[config.mk]
export PLATFORM = sky130hd
export DESIGN_NAME = bus_xfer_unit_flat
export DESIGN_NICKNAME = d
export VERILOG_FILES = /design/src/rtl/cpu_pkg.sv /design/src/rtl/bus_xfer_unit_if.sv /design/src/rtl/rr_arbiter.sv /design/src/rtl/bus_xfer_unit.sv /design/src/flat_wrapper.sv
export SDC_FILE = /design/constraint.sdc
export NUM_CORES = 1
export LEC_CHECK = 0
export CAP_MARGIN = 10
export CORE_ASPECT_RATIO = 1.4
export CORE_MARGIN = 8
export CORE_UTILIZATION = 40
export CTS_CLUSTER_SIZE = 30
export DETAILED_ROUTE_END_ITERATION = 10
export PLACE_DENSITY = 0.71
export SETUP_SLACK_MARGIN = 0.15
export SYNTH_ARGS = -nofsm -noshare
export SYNTH_HDL_FRONTEND = slang
export SYNTH_SLANG_ARGS = --single-unit
[constraint.sdc]
create_clock -name clk -period 4.4 [get_ports clk]
set_input_delay 0.66 -clock clk [delete_from_list [all_inputs] [get_ports clk]]
set_output_delay 0.66 -clock clk [all_outputs]
set_load 0.01 [all_outputs]
[src/rtl/cpu_pkg.sv]
// Shared types and defaults for the bus transfer unit.
// Bus-side state encoding and width helpers.
package cpu_pkg;

  typedef enum logic [1:0] {
    XF_IDLE,
    XF_TX,
    XF_RX
  } xfer_state_t;

  localparam int BUS_W_DEF  = 8;
  localparam int DATA_W_DEF = 16;

  function automatic int beats_of(int dw, int bw);
    return dw / bw;
  endfunction

  function automatic int idx_w(int n);
    return (n > 1) ? $clog2(n) : 1;
  endfunction

endpackage

[src/rtl/bus_xfer_unit_if.sv]
// Core-side and external-bus signals of the transfer unit.
// master = core/bus environment, slave = the unit itself.
interface bus_xfer_unit_if #(
  parameter int DATA_W = 16,
  parameter int BUS_W  = 8,
  parameter int NCH    = 3
);

  logic [NCH-1:0]        tx_req;
  logic [NCH*DATA_W-1:0] tx_data;
  logic [NCH-1:0]        tx_ack;
  logic                  rx_req;
  logic [DATA_W-1:0]     rx_data;
  logic                  rx_valid;
  logic [BUS_W-1:0]      bus_in;
  logic [BUS_W-1:0]      bus_out;
  logic [NCH-1:0]        bus_sel;
  logic                  ext_ready;
  logic                  ext_valid;
  logic                  busy;
  logic                  error;
  logic                  err_clr;

  modport master (
    output tx_req, tx_data, rx_req,
    output bus_in, ext_ready, ext_valid,
    output err_clr,
    input  tx_ack, rx_data, rx_valid,
    input  bus_out, bus_sel, busy, error
  );

  modport slave (
    input  tx_req, tx_data, rx_req,
    input  bus_in, ext_ready, ext_valid,
    input  err_clr,
    output tx_ack, rx_data, rx_valid,
    output bus_out, bus_sel, busy, error
  );

endinterface

[src/rtl/rr_arbiter.sv]
// Round-robin grant: first requester at/after ptr, wrapping.
// Purely combinational; the pointer lives in the caller.
module rr_arbiter #(
  parameter  int NCH = 3,
  localparam int PW  = (NCH > 1) ? $clog2(NCH) : 1
) (
  input  logic [NCH-1:0] req,
  input  logic [PW-1:0]  ptr,
  output logic [NCH-1:0] gnt,
  output logic [PW-1:0]  idx,
  output logic           any
);

  // scan channels starting at ptr, take the first one asking
  always_comb begin : p_grant
    int k;
    k   = 0;
    gnt = '0;
    idx = '0;
    any = 1'b0;
    for (int i = 0; i < NCH; i++) begin
      k = int'(ptr) + i;
      if (k >= NCH) k = k - NCH;
      if (!any && req[PW'(k)]) begin
        any          = 1'b1;
        gnt[PW'(k)]  = 1'b1;
        idx          = PW'(k);
      end
    end
  end

endmodule

[src/rtl/bus_xfer_unit.sv]
// Serialises NCH words onto a narrow bus with round-robin
// grant, deserialises one inbound word, aborts on stall.
module bus_xfer_unit
  import cpu_pkg::*;
#(
  parameter int DATA_W  = DATA_W_DEF,
  parameter int BUS_W   = BUS_W_DEF,
  parameter int NCH     = 3,
  parameter int TIMEOUT = 255
) (
  input logic           clk,
  input logic           rst,
  bus_xfer_unit_if.slave xf
);

  localparam int BEATS = beats_of(DATA_W, BUS_W);
  localparam int CW    = $clog2(BEATS + 1);
  localparam int TW    = (TIMEOUT > 0) ? $clog2(TIMEOUT + 1) : 1;
  localparam int TLIM  = (TIMEOUT > 0) ? TIMEOUT - 1 : 0;
  localparam int PW    = idx_w(NCH);

  if (DATA_W % BUS_W != 0) begin : g_bad_width
    $error("DATA_W must be a multiple of BUS_W");
  end

  xfer_state_t state, state_nx;

  logic [DATA_W-1:0] shreg;
  logic [DATA_W-1:0] rx_data_q;
  logic [CW-1:0]     cnt;
  logic [TW-1:0]     tcnt;
  logic [PW-1:0]     ptr;
  logic [NCH-1:0]    sel_q;
  logic [NCH-1:0]    tx_ack_q;
  logic              rx_valid_q;
  logic              err_q;

  logic [NCH-1:0]    arb_gnt;
  logic [PW-1:0]     arb_idx;
  logic              arb_any;

  logic              start_tx;
  logic              start_rx;
  logic              beat;
  logic              last;
  logic              tmo;

  logic [DATA_W-1:0] words [NCH];

  for (genvar k = 0; k < NCH; k++) begin : g_words
    assign words[k] = xf.tx_data[k*DATA_W +: DATA_W];
  end

  rr_arbiter #(.NCH(NCH)) u_arb (
    .req (xf.tx_req),
    .ptr (ptr),
    .gnt (arb_gnt),
    .idx (arb_idx),
    .any (arb_any)
  );

  // next state plus per-cycle control strobes
  always_comb begin
    state_nx = state;
    start_tx = 1'b0;
    start_rx = 1'b0;
    beat     = 1'b0;
    unique case (state)
      XF_IDLE: begin
        if (xf.rx_req) begin
          start_rx = 1'b1;
          state_nx = XF_RX;
        end else if (arb_any) begin
          start_tx = 1'b1;
          state_nx = XF_TX;
        end
      end
      XF_TX:   beat = xf.ext_ready;
      XF_RX:   beat = xf.ext_valid;
      default: state_nx = XF_IDLE;
    endcase
    last = beat && (cnt == CW'(BEATS - 1));
    tmo  = (TIMEOUT > 0) && (state != XF_IDLE)
        && !beat && (tcnt == TW'(TLIM));
    if (last || tmo) state_nx = XF_IDLE;
  end

  // state register
  always_ff @(posedge clk or negedge rst) begin
    if (!rst) state <= XF_IDLE;
    else      state <= state_nx;
  end

  // shift register, beat count, grant pointer, done pulses
  always_ff @(posedge clk or negedge rst) begin
    if (!rst) begin
      shreg      <= '0;
      rx_data_q  <= '0;
      cnt        <= '0;
      ptr        <= '0;
      sel_q      <= '0;
      tx_ack_q   <= '0;
      rx_valid_q <= 1'b0;
    end else begin
      tx_ack_q   <= '0;
      rx_valid_q <= 1'b0;
      if (start_tx) begin
        shreg <= words[arb_idx];
        cnt   <= '0;
        sel_q <= arb_gnt;
        ptr   <= (arb_idx == PW'(NCH - 1))
               ? '0 : arb_idx + PW'(1);
      end
      if (start_rx) begin
        shreg <= '0;
        cnt   <= '0;
      end
      if (beat) begin
        cnt <= cnt + CW'(1);
        if (state == XF_TX)
          shreg <= shreg << BUS_W;
        else
          shreg <= (shreg << BUS_W)
                 | DATA_W'(xf.bus_in);
      end
      if (last && state == XF_TX)
        tx_ack_q <= sel_q;
      if (last && state == XF_RX) begin
        rx_data_q  <= (shreg << BUS_W)
                    | DATA_W'(xf.bus_in);
        rx_valid_q <= 1'b1;
      end
    end
  end

  // idle-cycle counter, restarted by every beat and in IDLE
  always_ff @(posedge clk or negedge rst) begin
    if (!rst)
      tcnt <= '0;
    else if (state == XF_IDLE || beat || tmo)
      tcnt <= '0;
    else
      tcnt <= tcnt + TW'(1);
  end

  // sticky timeout flag, clear wins over set
  always_ff @(posedge clk or negedge rst) begin
    if (!rst)            err_q <= 1'b0;
    else if (xf.err_clr) err_q <= 1'b0;
    else if (tmo)        err_q <= 1'b1;
  end

  assign xf.bus_out  = (state == XF_TX)
                     ? shreg[DATA_W-1 -: BUS_W] : '0;
  assign xf.bus_sel  = (state == XF_TX) ? sel_q : '0;
  assign xf.busy     = (state != XF_IDLE);
  assign xf.tx_ack   = tx_ack_q;
  assign xf.rx_valid = rx_valid_q;
  assign xf.rx_data  = rx_data_q;
  assign xf.error    = err_q;

endmodule
[src/flat_wrapper.sv]
// flat-port wrapper written by rule: the top's interface ports become plain ports
module bus_xfer_unit_flat import cpu_pkg::*;
#(
  parameter int DATA_W  = DATA_W_DEF,
  parameter int BUS_W   = BUS_W_DEF,
  parameter int NCH     = 3,
  parameter int TIMEOUT = 255
)
  (clk, rst, xf_tx_req, xf_tx_data, xf_rx_req, xf_bus_in, xf_ext_ready, xf_ext_valid, xf_err_clr, xf_tx_ack, xf_rx_data, xf_rx_valid, xf_bus_out, xf_bus_sel, xf_busy, xf_error);
  bus_xfer_unit_if #(.DATA_W(DATA_W), .BUS_W(BUS_W), .NCH(NCH)) xf_i ();
  input logic clk;
  input logic rst;
  input wire logic [$bits(xf_i.tx_req)-1:0] xf_tx_req;
  input wire logic [$bits(xf_i.tx_data)-1:0] xf_tx_data;
  input wire logic [$bits(xf_i.rx_req)-1:0] xf_rx_req;
  input wire logic [$bits(xf_i.bus_in)-1:0] xf_bus_in;
  input wire logic [$bits(xf_i.ext_ready)-1:0] xf_ext_ready;
  input wire logic [$bits(xf_i.ext_valid)-1:0] xf_ext_valid;
  input wire logic [$bits(xf_i.err_clr)-1:0] xf_err_clr;
  output wire logic [$bits(xf_i.tx_ack)-1:0] xf_tx_ack;
  output wire logic [$bits(xf_i.rx_data)-1:0] xf_rx_data;
  output wire logic [$bits(xf_i.rx_valid)-1:0] xf_rx_valid;
  output wire logic [$bits(xf_i.bus_out)-1:0] xf_bus_out;
  output wire logic [$bits(xf_i.bus_sel)-1:0] xf_bus_sel;
  output wire logic [$bits(xf_i.busy)-1:0] xf_busy;
  output wire logic [$bits(xf_i.error)-1:0] xf_error;
  assign xf_i.tx_req = xf_tx_req;
  assign xf_i.tx_data = xf_tx_data;
  assign xf_i.rx_req = xf_rx_req;
  assign xf_i.bus_in = xf_bus_in;
  assign xf_i.ext_ready = xf_ext_ready;
  assign xf_i.ext_valid = xf_ext_valid;
  assign xf_i.err_clr = xf_err_clr;
  assign xf_tx_ack = xf_i.tx_ack;
  assign xf_rx_data = xf_i.rx_data;
  assign xf_rx_valid = xf_i.rx_valid;
  assign xf_bus_out = xf_i.bus_out;
  assign xf_bus_sel = xf_i.bus_sel;
  assign xf_busy = xf_i.busy;
  assign xf_error = xf_i.error;
  bus_xfer_unit #(.DATA_W(DATA_W), .BUS_W(BUS_W), .NCH(NCH), .TIMEOUT(TIMEOUT)) u_core (.clk(clk), .rst(rst), .xf(xf_i));
endmodule
==> flow_summary.json, run 1 <==
{
  "grt_pass1_wl_mm": 13.7,
  "synth.net_count": 368,
  "antenna_found_initial": 0,
  "worst_hold_slack_ns": 0.180,
  "cts_resized": 0,
  "dieArea_um2": 10500,
  "cap_violations": 0,
  "cts_setup_buffers": 0,
  "grt_usage_pct": 16.5,
  "slew_headroom_pct": 35.3,
  "end_kind": "flip-flop",
  "rsz0062_at_grt": "no",
  "fin_setup_tns_ns": 0,
  "clock_skew_ns": 0.0111,
  "setup_viol": 0,
  "synth_cells": 293,
  "leakage_nw": 1.79,
  "met3_usage_pct": 3.81,
  "grt.busiest_layer": "met2",
  "r2r_setup_slack_ns": 1.46,
  "ir_drop_mv": 0.341,
  "clkSinkCount": 54,
  "cts_buffer_depth": 2,
  "ios": 98,
  "syn_avg_cell_area_um2": 10.2,
  "drv_slew": 0,
  "met1_usage_pct": 19.9,
  "worstMarginPinSlew_ns": 0.966,
  "die_y_um": 118,
  "cts_tree": "yes",
  "grt_pass1_vias": 2699,
  "area_delta_synth_final_pct": 39.4,
  "synth_area_um2": 2980,
  "yosysSeqAreaShare_pct": 45.3,
  "regToRegEndpoint": "u_core.shreg[4]",
  "drive_above_1_share_pct": 13.8,
  "grt_max_degree": 48,
  "coreArea_um2": 7270,
  "synth_ff_type": "dfrtp_1",
  "arrival_ns": 3.18,
  "yosysMostFrequentCell": "dfrtp_1",
  "row_count": 37,
  "postCtsHoldBufs": 0,
  "yosysTopAreaCell": "dfrtp_1",
  "n_antenna_cell": 0,
  "r2r.worst_path.cells": 8,
  "firstDrtPassIters": 4,
  "drtAntennaViolNets": 0,
  "synth_common_cells": "54 x dfrtp_1, 32 x mux2_2, 30 x nor2_1",
  "start_util_pct": 41.0,
  "slowest_stage": "or3_1",
  "critPathKind": "flip-flop to flip-flop",
  "cp_common_cell": "mux2i_1",
  "root_buffer": "clkbuf_8",
  "ys_async_sr_fraction_pct": 100,
  "ys_ff_latch": 54,
  "yosysWarningCount": 0,
  "die_x_um": 89.0,
  "wl_mm": 8.35,
  "r2r_start": "u_core.ptr[1]",
  "worstSetupStartpointType": "flip-flop",
  "synth_area_leaders": "dfrtp_1 45%, mux2_2 12%, ha_1 4.2%, nor2_1 3.8%, nand2_1 3.4%",
  "clock_latency_ns": 0.32,
  "path_cells": "inv_1, ha_1, mux2i_1, mux2i_1, a211oi_1, or3_1, o221ai_1, a21oi_1",
  "grt_util_met2_pct": 27.5,
  "avgRoutedWirePerCell_um": 17.1,
  "io_buffers": 97,
  "period_minus_slack_ns": 2.94,
  "synth_cell_types": 47,
  "nNetsFinal": 466,
  "htreeDepth": 2,
  "max_freq_mhz": 340,
  "hold_viol": 0,
  "critPathRequiredTime_ns": 4.64,
  "yosysTopAreaCellShare_pct": 45.3,
  "power_density_nw_per_um2": 618,
  "hp-class": "primary input to async pin",
  "place.gp.congestion": 0.848,
  "status": "complete, no violations",
  "grt_overflow": 0,
  "fin_crit_sh_pct": 66.8,
  "numCtsBuffers": 5,
  "cp_slowest_stage_delay_ns": 0.61,
  "via_per_inst": 5.30,
  "drt-initial-drc-count": 185,
  "synth_edf_count": 0,
  "path_max_fanout": 16,
  "dr_total_vias": 2591,
  "drc": 0,
  "dp_hpwl_mm": 6.33,
  "clkSlewWorstSetupHoldPaths_ns": 0.10
}
-- worst max path at each step --
stage,startpoint,to,slack [ns],cells after the start
after CTS,u_core.ptr[1],u_core.shreg[4],1.47,8
after global placement,xf_tx_req[1],u_core.cnt[1],1.28,6
after global routing,u_core.state[1],u_core.cnt[1],1.23,7
final,u_core.ptr[1],u_core.shreg[4],1.46,8
after floorplan,u_core.ptr[0],u_core.shreg[6],1.93,11
after detailed placement,xf_tx_req[1],u_core.shreg[0],1.23,7
-- layer usage --
layer	up-vias	wire length [µm]
met2	85	4250
met1	1245	3440
met5	-	0
met4	0	161
met3	10	492
li1	1251	-
-- layout make-up --
type / instances / area (µm²)
clock inverters: 3 / 43.8
repair buffers: 103 / 1010
inverters: 12 / 45.0
flip-flops and latches: 54 / 1350
clock buffers: 5 / 68.8
well taps: 97 / 121
multi-input cells: 215 / 1510
fillers: 640 / 3110
-- kinds of logic (layout without fill, tap and decap cells) --
logic type	Yosys count	in the layout	synth area share (%)
simple gates	91	91	14.3
compound gates	70	70	16.2
flops	54	54	45.3
mux	38	38	14.3
buf+inv	24	123	3.90
fa+ha+maj	10	10	4.20
xor+xnor	6	6	1.76
-- sequential cells by signal (all words and copies together) (netlist names) --
| name | count |
|---|---|
| u_core.ptr | 2 |
| u_core.xf.rx_data | 16 |
| u_core.xf.error | 1 |
| u_core.state | 2 |
| u_core.tcnt | 8 |
| u_core.xf.rx_valid | 1 |
| u_core.xf.tx_ack | 3 |
| u_core.sel_q | 3 |
| u_core.shreg | 16 |
| u_core.cnt | 2 |
-- metrics by stage --
step           setup slack (ns)  utilization [%]  total power, W  cell area [µm²]  instances
2_1_floorplan              1.93                -         0.00174             2980        293
3_3_place_gp               1.28             55.6         0.00221             4040        481
6_report                   1.46             57.2         0.00257             4150        489
5_1_grt                    1.23             57.2         0.00276             4150        489
4_1_cts                    1.47             57.2         0.00259             4150        489
3_5_place_dp               1.23             55.6         0.00224             4040        481
-- worst max-delay path, delay by kind of cell (launching register included) --
kind / cells / cell delay [ns]
muxes: 2 / 0.57
and+or+nand+nor: 1 / 0.61
DFF: 1 / 0.41
buffers and inverters: 1 / 0.09
adders and majority gates: 1 / 0.41
AOI/OAI and AO/OA: 3 / 0.77
-- layout by cell type, fill, tap and decap left out, types with 3 or more instances in the layout --
| cell | n |
|---|---|
| a21oi_1 | 12 |
| and2_1 | 12 |
| and3_1 | 3 |
| and4_1 | 3 |
| buf_4 | 6 |
| clkbuf_8 | 5 |
| clkdlybuf4s50_1 | 96 |
| dfrtp_1 | 54 |
| ha_1 | 10 |
| inv_1 | 12 |
| mux2_2 | 32 |
| mux2i_1 | 5 |
| nand2_1 | 27 |
| nand3_1 | 8 |
| nor2_1 | 30 |
| o21ai_0 | 19 |
| o221ai_1 | 7 |
| o22ai_1 | 10 |
| xor2_1 | 5 |
-- report_power, final --
| group | internal (W) | total, W | switching, W |
|---|---|---|---|
| registers | 0.000679 | 0.000801 | 0.000122 |
| logic | 0.000689 | 0.00142 | 0.000735 |
| clock network | 0.000171 | 0.000343 | 0.000172 |
| total | 0.00154 | 0.00257 | 0.00103 |
Note: power is estimated with default switching activity, not from simulation.
==> inputs of run 2 (changes only) <==
PLACE_DENSITY = 0.74   (was 0.71)
clock period = 2.46 ns   (was 4.4 ns; I/O delays follow)
==> run 2 against run 1 <==
Global-route usage grew 0.99 points. Clock power grew 62%. Count of clock-buffer cells in the layout grew 2. Critical path depth grew 1. Maximum frequency grew 24%. Register-to-register slack lost 1.4 ns.
==> flow_summary.json, run 2 (synthesized netlist as in run 1, its figures left out) <==
{
  "avgRoutedWirePerCell_um": 18.2,
  "critPathKind": "flip-flop to flip-flop",
  "rsz0062_at_grt": "yes",
  "ios": 98,
  "numCtsBuffers": 5,
  "worstSetupStartpointType": "flip-flop",
  "layout_common_cells": "93 x clkdlybuf4s50_1, 53 x dfrtp_1, 29 x nor2_1",
  "clock_skew_ns": 0.00658,
  "critPathRequiredTime_ns": 2.65,
  "r2r.worst_path.cells": 9,
  "grt_pass1_wl_mm": 14.7,
  "end_kind": "flip-flop",
  "slew_headroom_pct": 60.8,
  "drc": 0,
  "worst_hold_slack_ns": 0.0538,
  "drv_slew": 0,
  "cp_slowest_stage_delay_ns": 0.41,
  "worst-path-buf-inv": 2,
  "path_cells": "buf_4, ha_4, mux2i_4, mux2_4, a31o_4, or3_4, buf_12, o221ai_2, a21oi_2",
  "nNetsFinal": 496,
  "clock_latency_ns": 0.30,
  "dr_total_vias": 2762,
  "grt_overflow": 0,
  "area_delta_synth_final_pct": 59.9,
  "wl_mm": 9.47,
  "via_per_inst": 5.32,
  "drt-initial-drc-count": 151,
  "dieArea_um2": 10500,
  "drive_above_1_share_pct": 27.5,
  "power_density_nw_per_um2": 1220,
  "hp-class": "primary input to async pin",
  "drtAntennaViolNets": 0,
  "row_count": 37,
  "path_max_fanout": 8,
  "leakage_nw": 2.12,
  "stdcell_count": 519,
  "max_freq_mhz": 424,
  "root_buffer": "clkbuf_8",
  "n_antenna_cell": 0,
  "cp.depth": 9,
  "cts_tree": "yes",
  "r2r_start": "u_core.ptr[0]",
  "clkSinkCount": 54,
  "fin_crit_sh_pct": 95.9,
  "place.gp.congestion": 0.863,
  "die_y_um": 118,
  "cp_top_family": "multiplexers",
  "clkSlewWorstSetupHoldPaths_ns": 0.10,
  "setup_viol": 0,
  "hold_viol": 0,
  "htreeDepth": 2,
  "dpl.cell_count": 500,
  "dp_hpwl_mm": 6.73,
  "grt_usage_pct": 17.5,
  "ir_drop_mv": 0.629,
  "io_buffers": 97,
  "firstDrtPassIters": 6,
  "coreArea_um2": 7270,
  "antenna_found_initial": 0,
  "slowest_stage": "dfrtp_1",
  "die_x_um": 89.0,
  "status": "complete, no violations",
  "worstMarginPinSlew_ns": 0.588,
  "cts_buffer_depth": 2,
  "critPathLaunch": "u_core.ptr[0]",
  "cap_violations": 0,
  "grt_max_degree": 26,
  "start_util_pct": 41.0,
  "total_power_w": 0.00581,
  "postCtsHoldBufs": 0,
  "layout_commonest_cell": "clkdlybuf4s50_1",
  "period_minus_slack_ns": 2.36,
  "grt_pass1_vias": 2903,
  "arrival_ns": 2.55
}
-- run 2: changes by cell type in the layout (fill, tap and decap cells not counted), sizes merged --
cell	previous run	this run
bufinv	1	0
inv	13	12
clkbuf	5	8
clkdlybuf4s50	96	93
dlymetal6s2s	0	3
buf	7	36
-- run 2: area by class of cell --
| class | instances | area, µm² |
|---|---|---|
| Clock buffer | 7 | 96.3 |
| Tap cell | 97 | 121 |
| Inverter | 12 | 45.0 |
| Multi-Input combinational cell | 215 | 1800 |
| Clock inverter | 1 | 8.76 |
| Timing Repair Buffer | 133 | 1340 |
| Sequential cell | 54 | 1350 |
| Fill cell | 581 | 2500 |
-- run 2: worst paths after layout --
check	endpoint	slack [ns]
min in group clk	u_core.xf.rx_data[7]	0.51
worst min-delay path	u_core.shreg[10]	0.05
max in group asynchronous	u_core.ptr[1]	1.75
worst max register to register	u_core.shreg[5]	0.1
worst max-delay path	u_core.shreg[5]	0.1
worst min register to register	u_core.xf.rx_data[7]	0.51
-- run 2: metrics by stage --
stage	util [%]	setup WS [ns]	area, µm²	TNS, ns
floorplan	-	0.0879	3030	0
global placement	58.7	-0.0867	4260	-0.813
detailed placement	58.7	-0.153	4260	-1.88
CTS	63.5	0.127	4610	0
global route	65.6	0.0220	4770	0
finish	65.6	0.0997	4770	0
-- run 2: where the power goes --
part | switching, W | leakage (nW) | internal (W)
clock | 0.000295 | 0.0544 | 0.000259
sequential | 0.000236 | 0.706 | 0.00122
combinational | 0.00176 | 1.36 | 0.00205
total | 0.00229 | 2.12 | 0.00352
-- run 2: metal layers --
layer	global-route usage (%)	wire (µm)
met5	0	0
met4	6.06	229
met3	3.40	469
met2	31.0	5110
met1	19.9	3650
-- run 2: timing repair --
item | CTS | global route
resized for setup | 37 | 22
pin swaps | 5 | 12
setup endpoints to repair | 20 | 26
buffers inserted | 6 | 3
gates cloned | 1 | 1
